### config.mk
export PLATFORM = sky130hd
export DESIGN_NAME = lsu_arbiter
export DESIGN_NICKNAME = d
export VERILOG_FILES = /design/src/rtl/lsu_arbiter.sv
export SDC_FILE = /design/constraint.sdc
export NUM_CORES = 1
export LEC_CHECK = 0
export BUFFER_PORTS_ARGS = -buffer_cell sky130_fd_sc_hd__buf_4
export CORE_AREA = 3 3 129 131
export CTS_CLUSTER_SIZE = 40
export DETAILED_ROUTE_END_ITERATION = 12
export DIE_AREA = 0 0 132 134
export PLACE_DENSITY_LB_ADDON = 0.05
export SLEW_MARGIN = 20
export SYNTH_ARGS = -nofsm -noshare
export SYNTH_HDL_FRONTEND = slang
export SYNTH_SLANG_ARGS = --single-unit
export TNS_END_PERCENT = 100
### constraint.sdc
create_clock -name clk -period 5.55 [get_ports clk]
set_clock_uncertainty 0.2 [all_clocks]
set_input_delay 0.555 -clock clk [delete_from_list [all_inputs] [get_ports clk]]
set_output_delay 0.555 -clock clk [all_outputs]
set_load 0.05 [all_outputs]
### src/rtl/lsu_arbiter.sv
// lsu_arbiter: round-robin two-requester arbiter with bus lock in front of a single-ported LSU.
// Grant statistics counters are built only when LSU_ARB_STATS_EN is defined.
module lsu_arbiter #(
  parameter int unsigned MAX_LOCK = 16,
  parameter int unsigned CNT_W    = 16
) (
  input  logic             clk,
  input  logic             rst,
  input  logic             m0_req,
  input  logic             m0_we,
  input  logic [31:0]      m0_addr,
  input  logic [31:0]      m0_wdata,
  input  logic             m0_lock,
  output logic             m0_gnt,
  output logic             m0_rvalid,
  output logic [31:0]      m0_rdata,
  input  logic             m1_req,
  input  logic             m1_we,
  input  logic [31:0]      m1_addr,
  input  logic [31:0]      m1_wdata,
  input  logic             m1_lock,
  output logic             m1_gnt,
  output logic             m1_rvalid,
  output logic [31:0]      m1_rdata,
  output logic             o_lsu_we,
  output logic             o_lsu_re,
  output logic [31:0]      o_lsu_addr,
  output logic [31:0]      o_lsu_wdata,
  input  logic [31:0]      i_lsu_rdata,
  output logic [CNT_W-1:0] o_grant_cnt0,
  output logic [CNT_W-1:0] o_grant_cnt1
);

  typedef enum logic [1:0] {StUnlocked, StLocked0, StLocked1} lock_state_e;

  lock_state_e state_q, state_d;
  logic [7:0]  lock_cnt_q, lock_cnt_d;
  logic        last_gnt_q, last_gnt_d;
  logic        blk_vld_q, blk_vld_d;
  logic        blk_id_q, blk_id_d;
  logic        rvalid0_q, rvalid1_q;
  logic [31:0] rdata0_q, rdata1_q;
  logic        gnt0, gnt1, req0_eff, req1_eff;
  logic        owner, owner_lock;

  always_comb begin
    // After a forced release the old owner may not re-lock while the other side waits.
    req0_eff = m0_req & ~(blk_vld_q & ~blk_id_q & m1_req & m0_lock);
    req1_eff = m1_req & ~(blk_vld_q & blk_id_q & m0_req & m1_lock);
    gnt0 = 1'b0;
    gnt1 = 1'b0;
    case (state_q)
      StLocked0: gnt0 = m0_req;
      StLocked1: gnt1 = m1_req;
      default: begin
        if (req0_eff && req1_eff) begin
          gnt0 = last_gnt_q;
          gnt1 = ~last_gnt_q;
        end else begin
          gnt0 = req0_eff;
          gnt1 = req1_eff;
        end
      end
    endcase
    if (rst) begin
      gnt0 = 1'b0;
      gnt1 = 1'b0;
    end
  end

  always_comb begin
    state_d    = state_q;
    lock_cnt_d = lock_cnt_q;
    last_gnt_d = last_gnt_q;
    blk_vld_d  = blk_vld_q;
    blk_id_d   = blk_id_q;
    owner      = (state_q == StLocked1);
    owner_lock = owner ? m1_lock : m0_lock;
    if (gnt0) begin
      last_gnt_d = 1'b0;
    end else if (gnt1) begin
      last_gnt_d = 1'b1;
    end
    if (blk_vld_q && !(blk_id_q ? m0_req : m1_req)) begin
      blk_vld_d = 1'b0;
    end
    case (state_q)
      StLocked0, StLocked1: begin
        if (!owner_lock) begin
          state_d    = StUnlocked;
          lock_cnt_d = '0;
        end else if (lock_cnt_q == 8'(MAX_LOCK - 1)) begin
          state_d    = StUnlocked;
          lock_cnt_d = '0;
          last_gnt_d = owner;
          blk_vld_d  = 1'b1;
          blk_id_d   = owner;
        end else begin
          lock_cnt_d = lock_cnt_q + 8'd1;
        end
      end
      default: begin
        state_d    = StUnlocked;
        lock_cnt_d = '0;
        if (gnt0 && m0_lock) begin
          state_d = StLocked0;
        end else if (gnt1 && m1_lock) begin
          state_d = StLocked1;
        end
      end
    endcase
  end

  always_ff @(posedge clk or posedge rst) begin
    if (rst) begin
      state_q    <= StUnlocked;
      lock_cnt_q <= '0;
      last_gnt_q <= 1'b1;
      blk_vld_q  <= 1'b0;
      blk_id_q   <= 1'b0;
    end else begin
      state_q    <= state_d;
      lock_cnt_q <= lock_cnt_d;
      last_gnt_q <= last_gnt_d;
      blk_vld_q  <= blk_vld_d;
      blk_id_q   <= blk_id_d;
    end
  end

  always_comb begin
    o_lsu_we    = 1'b0;
    o_lsu_re    = 1'b0;
    o_lsu_addr  = '0;
    o_lsu_wdata = '0;
    if (gnt0) begin
      o_lsu_we    = m0_we;
      o_lsu_re    = ~m0_we;
      o_lsu_addr  = m0_addr & ~32'h3;
      o_lsu_wdata = m0_wdata;
    end else if (gnt1) begin
      o_lsu_we    = m1_we;
      o_lsu_re    = ~m1_we;
      o_lsu_addr  = m1_addr & ~32'h3;
      o_lsu_wdata = m1_wdata;
    end
  end

  always_ff @(posedge clk or posedge rst) begin
    if (rst) begin
      rvalid0_q <= 1'b0;
      rvalid1_q <= 1'b0;
      rdata0_q  <= '0;
      rdata1_q  <= '0;
    end else begin
      rvalid0_q <= gnt0 & ~m0_we;
      rvalid1_q <= gnt1 & ~m1_we;
      if (gnt0 && !m0_we) rdata0_q <= i_lsu_rdata;
      if (gnt1 && !m1_we) rdata1_q <= i_lsu_rdata;
    end
  end

  assign m0_gnt    = gnt0;
  assign m1_gnt    = gnt1;
  assign m0_rvalid = rvalid0_q;
  assign m1_rvalid = rvalid1_q;
  assign m0_rdata  = rdata0_q;
  assign m1_rdata  = rdata1_q;

`ifdef LSU_ARB_STATS_EN
  logic [CNT_W-1:0] cnt0_q, cnt1_q;

  always_ff @(posedge clk or posedge rst) begin
    if (rst) begin
      cnt0_q <= '0;
      cnt1_q <= '0;
    end else begin
      if (gnt0) cnt0_q <= cnt0_q + 1'b1;
      if (gnt1) cnt1_q <= cnt1_q + 1'b1;
    end
  end

  assign o_grant_cnt0 = cnt0_q;
  assign o_grant_cnt1 = cnt1_q;
`else
  assign o_grant_cnt0 = '0;
  assign o_grant_cnt1 = '0;
`endif

endmodule

# == Word-level counts from Yosys, hierarchy flattened ==
# Index checks and enable logic that the tools add are counted.
# word_totals
word_cells,74
out_inout_bits,166
ff_bits,79
# classes
muxes,33
bitwise_logic,16
reduce_logical,11
add_sub_neg,1
n_eq_ne,4
# op_table
operator,n
32-bit 2-to-1 mux,4
8-bit 2-to-1 mux,3
1-bit 2-to-1 mux,19
1-bit bitwise AND,10
2-bit 2-to-1 mux,5
"8-bit by 1-bit adder with 8-bit output, second input constant",1
"8-bit by 4-bit equality test with 1-bit output, second input constant",1
1-bit logical AND,6
1-bit NOT,6
1-bit case mux with 2 select lines,2
1-bit zero test,3
"3-bit != test, second input constant",1
3-bit AND reduction,1
"2-bit by 1-bit equality test with 1-bit output, second input constant",1
"2-bit equality test, second input constant",1
2-bit OR reduction,1

# == Longest topological paths before layout ==
# Gate-level depths: netlist (run 1).
# depth
depth_word,15
ltp_mapped,8

# == Least setup slack after synthesis (run 1) ==
# No wires, ideal clock.
# synth_timing
kind,input to output
start,in rst
end,out o_lsu_addr[23]
path_buffers,1
arrival_ns,4.021
slack_ns,0.774
cell_stages,5
path_cell_list,inv_1 > nand4_1 > nand2_1 > clkbuf_1 > a22o_1
# synth_lines
item,line_no,source
"start, declared",8,"input logic rst,"
1-bit 2-to-1 mux,65,if (rst) begin
net m0_gnt,14,"output logic m0_gnt,"
32-bit 2-to-1 mux,135,if (gnt0) begin
"end, declared",27,"output logic [31:0] o_lsu_addr,"
# The timed path passes the listed nets, and every way through them passes these cells.

# == Final worst setup path (run 1) ==
# layout_timing
start,reg state_q[0]
end,out o_lsu_wdata[6]
# layout_between
elab_chain_cells,5
# layout_rtl
item,line_no,source
"start, declared",36,"lock_state_e state_q, state_d;"
"start signal, assigned",116,state_q <= StUnlocked;
"start signal, assigned",122,state_q <= state_d;
2-bit equality test or 2-bit by 1-bit equality test with 1-bit output (tied branches),52,case (state_q)
1-bit case mux with 2 select lines,52,
1-bit 2-to-1 mux,65,
32-bit 2-to-1 mux,140,end else if (gnt1) begin
32-bit 2-to-1 mux *,135,
"end, declared",28,"output logic [31:0] o_lsu_wdata,"
# Mark *: on every way between the ends. The rest lies on a longest branch, timed or not.

==> results of run 1 <==
layout by cell type (no fill, tap or decap), types with 2 or more instances in the layout:
cell,Yosys,layout
a21oi_4,1,2
a22o_1,63,63
a31o_2,2,2
and2_1,2,2
buf_4,34,298
clkbuf_1,1,3
clkbuf_16,0,9
clkinv_2,0,2
conb_1,1,34
dfrtp_1,78,78
ha_1,3,3
inv_1,9,8
mux2_1,2,2
mux2_2,63,63
nand2_1,7,6
nand3_1,3,3
nand4_1,3,3
nor2_1,7,7
o21ai_0,3,3
xor2_1,4,4
logic make-up (layout without fill, tap and decap cells):
kind of cell | Yosys count | after routing | synth area share, %
XOR/XNOR | 5 | 5 | 1.09
flip-flops | 79 | 79 | 49.0
buffers and inverters | 63 | 324 | 10.1
adder cells (fa/ha/maj) | 3 | 3 | 0.930
AO/OA/AOI/OAI | 78 | 78 | 16.6
AND/OR/NAND/NOR | 30 | 30 | 3.85
multiplexers | 66 | 66 | 18.4
other | 1 | 34 | 0.0929
final cells by class:
class	count	area, µm²	area share (%)
repair buffers	299	2250	33.9
flip-flops and latches	79	1980	29.9
multi-input cells	216	1800	27.2
inverters	9	35.0	0.529
clock buffers	13	250	3.78
clock inverters	3	42.5	0.642
well taps	216	270	4.08
metrics by stage:
step	hold WS [ps]	power [mW]	setup WS [ps]	instances
after floorplan	224	1.87	774	358
after global placement	237	2.38	1970	819
after detailed placement	245	2.39	2050	819
after CTS	234	3.00	1780	835
after global routing	238	3.09	1530	835
final	246	2.95	1740	835
flip-flops by register name, summed over array words and instances, names as in the netlist:
name        cells
lock_cnt_q      8
m1_rvalid       1
m0_rvalid       1
last_gnt_q      1
state_q         2
m0_rdata       32
blk_vld_q       1
m1_rdata       32
blk_id_q        1
worst register-to-register path: cells and delay by family (launching register included):
| family | cells | cell delay (ps) |
|---|---|---|
| buf+inv | 2 | 470 |
| mux | 1 | 390 |
| fa+ha+maj | 1 | 400 |
| flops | 1 | 340 |
| compound gates | 2 | 1000 |
metal layers:
layer	wire length, µm	GRT usage [%]	vias to the layer above	share of wire [%]
li1	-	-	1709	-
met1	6760	22.9	1802	42
met2	7350	26.8	185	45
met3	1980	9.08	6	12
met4	65	2.45	0	0.40
met5	0	0	-	0
path summary, 6_finish.rpt:
check                            endpoint  slack, ps  cells after the start
setup / recovery           o_lsu_wdata[6]       1740                      7
hold / removal                 state_q[0]        250                      3
setup reg to reg             m1_rdata[26]       2640                      6
hold reg to reg             lock_cnt_q[0]        250                      1
max in group asynchronous    m0_rdata[21]       4400                      3
min in group clk            lock_cnt_q[0]        250                      1
power by group through the flow:
stage	combinational, mW	sequential (mW)	clock (mW)
CTS	1.56	0.829	0.608
global route	1.60	0.850	0.636
global placement	1.55	0.828	0
finish	1.54	0.826	0.579
detailed placement	1.56	0.833	0
floorplan	0.486	1.39	0
==> impl_metrics.py, run 1 <==
metrics = {
    "cts": {
        "cts_tree": "done",
        "root_buffer": "clkbuf_16",
        "numCtsBuffers": 9,
        "clk_pin_slew_ps": 50,
        "h-tree-depth": 3,
        "clock_latency_ps": 320,
        "cts_resized": 0,
        "cts_max_path_buffers": 2,
        "cts_hold_buf": 0,
        "post-cts-setup-buffers": 0,
        "clkSinkCount": 79,
    },
    "sta": {
        "slew_viol_final": 0,
        "setup_tns_ps": 0,
        "max_slew_margin_pct": 51.4,
        "max_freq_mhz": 263,
        "worst_pin_slew_ps": 728,
        "setup_viol": 0,
        "fin_crit_sh_pct": 68.6,
        "rsz0062_at_grt": "no",
        "hold_violations": 0,
        "period_minus_slack_ps": 3810,
    },
    "routing": {
        "drt_wl_total_um": 16200,
        "firstDrtPassIters": 4,
        "wire_per_inst_um": 19.3,
        "vias": 3702,
        "ant_nets": 0,
        "vias_per_cell": 4.43,
        "drtIter0Drc": 153,
        "drcViolationCount": 0,
    },
    "floorplanning": {
        "die_w_um": 132,
        "core.rowCount": 46,
        "core_area_um2": 15700,
        "fp.dieH_um": 134,
        "initial_core_util_pct": 25.7,
        "die_area_um2": 17700,
        "num_io_pins": 334,
    },
    "outcome": {
        "status": "finished, final reports clean",
    },
    "final_layout": {
        "fillers": 1570,
        "drive_gt1_share_pct": 62.0,
        "utilization_pct": 42.2,
        "design_area_um2": 6630,
        "syn_to_final_growth_pct": 64.2,
        "final_nets": 785,
        "n_antenna_cell": 0,
    },
    "yosys": {
        "synthCells": 325,
        "syn_area_um2": 4040,
        "synth_common_cells": "dfrtp_1 (78), a22o_1 (63), mux2_2 (63), buf_4 (34), buf_2 (16)",
        "synth_seq_cells": 79,
        "synth-main-ff-cell": "dfrtp_1",
        "ys_warn_count": 0,
        "synth_top_cell_by_area": "dfrtp_1",
        "yosysMostFrequentCell": "dfrtp_1",
        "synth_edf_count": 0,
        "synth_area_leaders": "dfrtp_1 (48%), mux2_2 (18%), a22o_1 (14%), buf_4 (6.3%), buf_2 (2.0%)",
        "async_reset_ff_share_pct": 100,
        "yosysSeqAreaShare_pct": 49.0,
        "syn_avg_cell_area_um2": 12.4,
        "netlist-cell-type-count": 40,
        "synth_top_area_share_pct": 48.4,
    },
    "power_and_ir_drop": {
        "clkPwrFrac_pct": 19.6,
        "total_leakage_power_nw": 3.35,
        "cellPowerDensity_nw_per_um2": 445,
        "switchingPower_mw": 1.36,
        "internal_power_mw": 1.59,
        "switching_share_pct": 46.0,
        "combPwrFrac_pct": 52.4,
        "ir_worst_vdd_v": 0.000365,
        "power_frac_seq_pct": 28.0,
    },
    "critical_path": {
        "crit_path_max_fanout": 55,
        "crit_buf_inv": 3,
        "crit_arrival_ps": 3050,
        "crit_path_start_kind": "flop",
        "crit_type": "reg2out",
        "cp_top_family": "compound AO/OA/AOI/OAI gates",
        "worstReg2RegStart": "state_q[0]",
        "critPathSlowestCell": "buf_4",
        "cp_cell_sequence": "inv_1 -> ha_1 -> o2111ai_1 -> a21boi_4 -> buf_4 -> a22o_1 -> buf_4",
        "cp-end-kind": "output port",
        "crit_top_cell": "buf_4",
        "slowest_delay_ps": 550,
        "crit_start": "state_q[0]",
        "required_ps": 4800,
    },
    "global_routing": {
        "grt_max_degree": 80,
        "antenna_found_initial": 0,
        "grt_pass1_vias": 3897,
        "track_usage_pct": 17.6,
        "grt-ovfl-total": 0,
        "grt_pass1_wl_um": 24100,
    },
    "run": {
        "drv_cap": 0,
    },
    "place": {
        "portBuffers": 295,
        "gp_congestion": 0.797,
        "dp_hpwl_um": 12900,
        "post_dp_cell_area_um2": 6330,
    },
    "min_path": {
        "hold_path.class": "in2async",
    },
}
Power figures use the tool's default switching activity.
==> run 2, diff against run 1 <==
--- a/config.mk
+++ b/config.mk
@@ -6,10 +6,10 @@
 export NUM_CORES = 1
 export LEC_CHECK = 0
 export BUFFER_PORTS_ARGS = -buffer_cell sky130_fd_sc_hd__buf_4
-export CORE_AREA = 3 3 129 131
+export CORE_AREA = 3 3 130 132
 export CTS_CLUSTER_SIZE = 40
 export DETAILED_ROUTE_END_ITERATION = 12
-export DIE_AREA = 0 0 132 134
+export DIE_AREA = 0 0 133 135
 export PLACE_DENSITY_LB_ADDON = 0.05
 export SLEW_MARGIN = 20
 export SYNTH_ARGS = -nofsm -noshare
==> constraint.sdc (replaced) <==
create_clock -name clk -period 3.55 [get_ports clk]
set_clock_uncertainty 0.2 [all_clocks]
set_input_delay 0.355 -clock clk [delete_from_list [all_inputs] [get_ports clk]]
set_output_delay 0.355 -clock clk [all_outputs]
set_load 0.05 [all_outputs]
==> run 2 against run 1 <==
  * Worst hold slack got worse by 200 ps
  * Utilization rose by 0.22 points
  * Clock power rose by 80%
  * Cell area rose by 1.3%
  * Non-clock buffer count rose by 1
  * Via count fell by 0.27%
  * Die area rose by 1.5%
  * Clock-buffer cell count fell by 3
  * Largest cell class unchanged
  * Highest routed layer unchanged
==> impl_metrics.py, run 2 (synthesis gave the netlist of run 1 again) <==
metrics = {
    "place": {
        "gp_congestion": 0.744,
        "portBuffers": 295,
        "place_ws_ps": 721,
        "dp_hpwl_um": 13200,
    },
    "critical_path": {
        "cp-end-kind": "output port",
        "crit_path_start_kind": "flop",
        "r2r_cells": 6,
        "crit_type": "reg2out",
        "crit_path_max_fanout": 60,
        "required_ps": 2990,
        "crit_arrival_ps": 2660,
    },
    "global_routing": {
        "grt-ovfl-total": 0,
        "grt_pass1_vias": 3758,
        "track_usage_pct": 17.4,
        "grt_pass1_wl_um": 23700,
        "grt_max_degree": 80,
        "antenna_found_initial": 0,
    },
    "routing": {
        "ant_nets": 0,
        "drtIter0Drc": 191,
        "vias": 3692,
        "drt_wl_total_um": 16600,
        "wire_per_inst_um": 19.9,
        "firstDrtPassIters": 5,
        "drcViolationCount": 0,
        "vias_per_cell": 4.43,
    },
    "sta": {
        "hold_violations": 0,
        "worst_pin_slew_ps": 727,
        "rsz0062_at_grt": "no",
        "slew_viol_final": 0,
        "hold_ws_ps": 47.6,
        "setup_tns_ps": 0,
        "period_minus_slack_ps": 3210,
        "max_freq_mhz": 311,
        "fin_crit_sh_pct": 90.4,
        "max_slew_margin_pct": 51.5,
        "setup_viol": 0,
        "setup_ws_ps": 339,
    },
    "final_layout": {
        "n_antenna_cell": 0,
        "utilization_pct": 42.4,
        "mostFrequentLayoutCell": "buf_4",
        "final_cell_mix": "buf_4 (296), dfrtp_1 (78), mux2_2 (63), a22o_1 (63), conb_1 (34)",
        "final_nets": 786,
        "syn_to_final_growth_pct": 66.3,
        "drive_gt1_share_pct": 62.5,
        "fillers": 1589,
    },
    "cts": {
        "root_buffer": "clkbuf_16",
        "cts_tree": "done",
        "clkSinkCount": 79,
        "cts_hold_buf": 0,
        "cts_max_path_buffers": 2,
        "cts_resized": 0,
        "h-tree-depth": 3,
        "clock_latency_ps": 330,
        "clk_pin_slew_ps": 60,
        "post-cts-setup-buffers": 0,
        "numCtsBuffers": 9,
    },
    "floorplanning": {
        "die_w_um": 133,
        "die_area_um2": 18000,
        "core_area_um2": 15800,
        "fp.dieH_um": 135,
        "core.rowCount": 46,
        "num_io_pins": 334,
        "initial_core_util_pct": 25.5,
    },
    "power_and_ir_drop": {
        "cellPowerDensity_nw_per_um2": 708,
        "ir_worst_vdd_v": 0.000380,
        "total_leakage_power_nw": 3.38,
        "p_total_mw": 4.75,
    },
    "min_path": {
        "whs_path_depth": 2,
        "hold_path.class": "in2reg",
    },
    "outcome": {
        "status": "finished, final reports clean",
    },
    "run": {
        "drv_cap": 0,
    },
}
==> run 2: changes by cell type in the layout (fill, tap and decap cells not counted) <==
cell	previous run	this run
buf_4	298	296
nand2_4	1	0
clkbuf_1	3	0
bufinv_16	1	3
clkinv_2	2	1
buf_12	0	3
nand2_2	0	1
==> run 2: through the flow <==
| stage | cell area [µm²] | cells |
|---|---|---|
| 6_report | 6710 | 834 |
| 5_1_grt | 6710 | 834 |
| 4_1_cts | 6710 | 834 |
| 3_5_place_dp | 6370 | 820 |
| 3_3_place_gp | 6370 | 820 |
| 2_1_floorplan | 4160 | 358 |
==> run 2: worst max-delay path, cell delays in order (launching register included) <==
cell	delay, ps
dfrtp_1	340
inv_1	60
ha_1	390
nand3b_1	100
a311o_1	420
nand2_2	220
buf_12	280
a22o_1	260
buf_4	220
==> run 2: per-layer routing <==
| metal | vias to the layer above | track usage, % | routed length (µm) |
|---|---|---|---|
| li1 | 1720 | - | - |
| met1 | 1791 | 21.6 | 6640 |
| met2 | 170 | 28.2 | 8140 |
| met3 | 11 | 7.30 | 1680 |
| met4 | 0 | 3.87 | 142 |
| met5 | - | 0 | 0 |
==> run 2: final cells by class <==
cell class | count | area [µm²] | area share (%)
Clock buffer | 10 | 239 | 3.56
Clock inverter | 4 | 95.1 | 1.42
Inverter | 9 | 37.5 | 0.559
Multi-Input combinational cell | 216 | 1800 | 26.8
Sequential cell | 79 | 1980 | 29.5
Tap cell | 216 | 270 | 4.03
Timing Repair Buffer | 300 | 2290 | 34.2
==> run 2: path summary, 6_finish.rpt <==
check,start,to,slack [ps]
worst max register to register,state_q[0],m1_rdata[23],990
worst min-delay path,i_lsu_rdata[0],m0_rdata[0],50
max in group asynchronous,rst,m0_rdata[13],2570
worst max-delay path,state_q[0],o_lsu_wdata[14],340
min in group asynchronous,rst,m0_rdata[14],70
worst min register to register,lock_cnt_q[0],lock_cnt_q[0],260
==> run 2: power by group <==
part / switching [mW] / internal [mW] / leakage (nW)
Sequential: 0.136 / 1.16 / 0.964
Clock: 0.345 / 0.697 / 0.164
Combinational: 1.64 / 0.781 / 2.25
==> run 3, diff against run 2 <==
--- a/config.mk
+++ b/config.mk
@@ -10,6 +10,7 @@
 export CTS_CLUSTER_SIZE = 40
 export DETAILED_ROUTE_END_ITERATION = 12
 export DIE_AREA = 0 0 133 135
+export HOLD_SLACK_MARGIN = 0.12
 export PLACE_DENSITY_LB_ADDON = 0.05
 export SLEW_MARGIN = 20
 export SYNTH_ARGS = -nofsm -noshare
==> run 3 against run 2 <==
  * Setup slack lost 44 ps
  * Wire length rose by 1.5%
  * Non-clock buffer count up 34
  * Largest power group unchanged
  * Sequential power about the same
  * Power grew 0.69%
  * Die area is the same
  * Critical path depth did not move
  * Maximum frequency shrank 1.3%
  * Worst hold slack better by 20 ps
  * Cell count rose by 4.1%
  * Clock power about the same
  * Critical endpoint unchanged
==> impl_metrics.py, run 3 (synthesis gave the netlist of run 1 again) <==
metrics = {
    "outcome": {
        "status": "finished, final reports clean",
    },
    "sta": {
        "slew_viol_final": 0,
        "hold_ws_ps": 67.9,
        "fin_crit_sh_pct": 91.7,
        "period_minus_slack_ps": 3250,
        "setup_tns_ps": 0,
        "max_slew_margin_pct": 50.7,
        "max_freq_mhz": 307,
        "hold_violations": 0,
        "rsz0062_at_grt": "no",
        "worst_pin_slew_ps": 739,
        "setup_viol": 0,
    },
    "floorplanning": {
        "core.rowCount": 46,
        "core_area_um2": 15800,
        "num_io_pins": 334,
        "die_area_um2": 18000,
        "initial_core_util_pct": 25.5,
        "die_w_um": 133,
        "fp.dieH_um": 135,
    },
    "global_routing": {
        "grt_pass1_vias": 3923,
        "antenna_found_initial": 0,
        "grt-ovfl-total": 0,
        "grt_pass1_wl_um": 24200,
        "grt_max_degree": 80,
        "track_usage_pct": 17.7,
    },
    "cts": {
        "clkSinkCount": 79,
        "root_buffer": "clkbuf_16",
        "post-cts-setup-buffers": 0,
        "h-tree-depth": 3,
        "cts_tree": "done",
        "cts_max_path_buffers": 2,
        "cts_resized": 0,
        "clock_latency_ps": 330,
        "clk_pin_slew_ps": 60,
        "numCtsBuffers": 9,
    },
    "final_layout": {
        "syn_to_final_growth_pct": 74.7,
        "n_antenna_cell": 0,
        "drive_gt1_share_pct": 59.2,
        "design_area_um2": 7050,
        "mostFrequentLayoutCell": "buf_4",
        "final_cell_count_no_fill": 868,
        "fillers": 1571,
        "final_nets": 820,
        "final_cell_mix": "buf_4 (296), dfrtp_1 (78), mux2_2 (63), a22o_1 (63)",
    },
    "run": {
        "drv_cap": 0,
    },
    "routing": {
        "drtIter0Drc": 166,
        "firstDrtPassIters": 4,
        "ant_nets": 0,
        "wire_per_inst_um": 19.4,
        "vias_per_cell": 4.42,
        "vias": 3835,
        "drcViolationCount": 0,
        "drt_wl_total_um": 16800,
    },
    "critical_path": {
        "worstReg2RegStart": "state_q[0]",
        "crit_arrival_ps": 2700,
        "cp-end-kind": "output port",
        "required_ps": 2990,
        "crit_start": "m0_lock",
        "crit_path_max_fanout": 64,
        "crit_path_start_kind": "input pin",
        "crit_type": "in2out",
    },
    "power_and_ir_drop": {
        "cellPowerDensity_nw_per_um2": 679,
        "p_total_mw": 4.78,
        "total_leakage_power_nw": 3.52,
        "ir_worst_vdd_v": 0.000473,
    },
    "place": {
        "placed_cells": 820,
        "portBuffers": 295,
        "post_dp_cell_area_um2": 6370,
        "gp_congestion": 0.744,
        "dp_hpwl_um": 13200,
    },
    "min_path": {
        "hold_path.class": "in2async",
    },
}
==> run 3: area by class of cell <==
class	count	area, µm²	area share [%]
timing repair buffer	334	2630	37.4
sequential	79	1980	28.1
multi-input combinational	216	1800	25.5
tap	216	270	3.83
clock buffer	10	239	3.39
clock inverter	4	95.1	1.35
inverter	9	37.5	0.532
==> run 3: routing by layer <==
layer  GRT usage (%)  up-vias  wire length [µm]
met5               0        -                 0
met4            3.46        0               113
met3            6.63        9              1490
met2            29.4      164              8390
met1            22.1     1873              6860
li1                -     1789                 -
==> run 3: repair_timing <==
action                                  CTS  global route
hold buffers                             34             0
endpoints found under the setup margin    0             0
endpoints found under the hold margin    66             0
==> run 3: critical path: stages <==
cell           delay (ps)
dlygate4sd3_1         550
buf_4                 150
and4b_1               180
o2111ai_1             570
a21boi_4              130
buf_12                200
a22o_1                280
buf_4                 210
==> run 3: path summary, 6_finish.rpt <==
check / endpoint / slack, ps / cells after the start
max reg2reg: m1_rdata[13] / 990 / 6
max: o_lsu_wdata[14] / 300 / 8
max in group asynchronous: m0_rdata[13] / 2550 / 3
min in group clk: m0_rvalid / 190 / 3
min: m0_rdata[14] / 70 / 3
min reg2reg: lock_cnt_q[0] / 260 / 1
==> run 3: report_power, final <==
part	internal, mW	switching, mW	total, mW	leakage [nW]
registers	1.16	0.136	1.29	0.964
logic	0.806	1.65	2.45	2.39
clock network	0.697	0.344	1.04	0.164
==> run 3: stage by stage <==
stage	util, %	setup slack (ps)
after floorplan	-	16.7
after global placement	40.3	719
after detailed placement	40.3	721
after CTS	44.5	346
after global routing	44.5	218
final	44.5	296
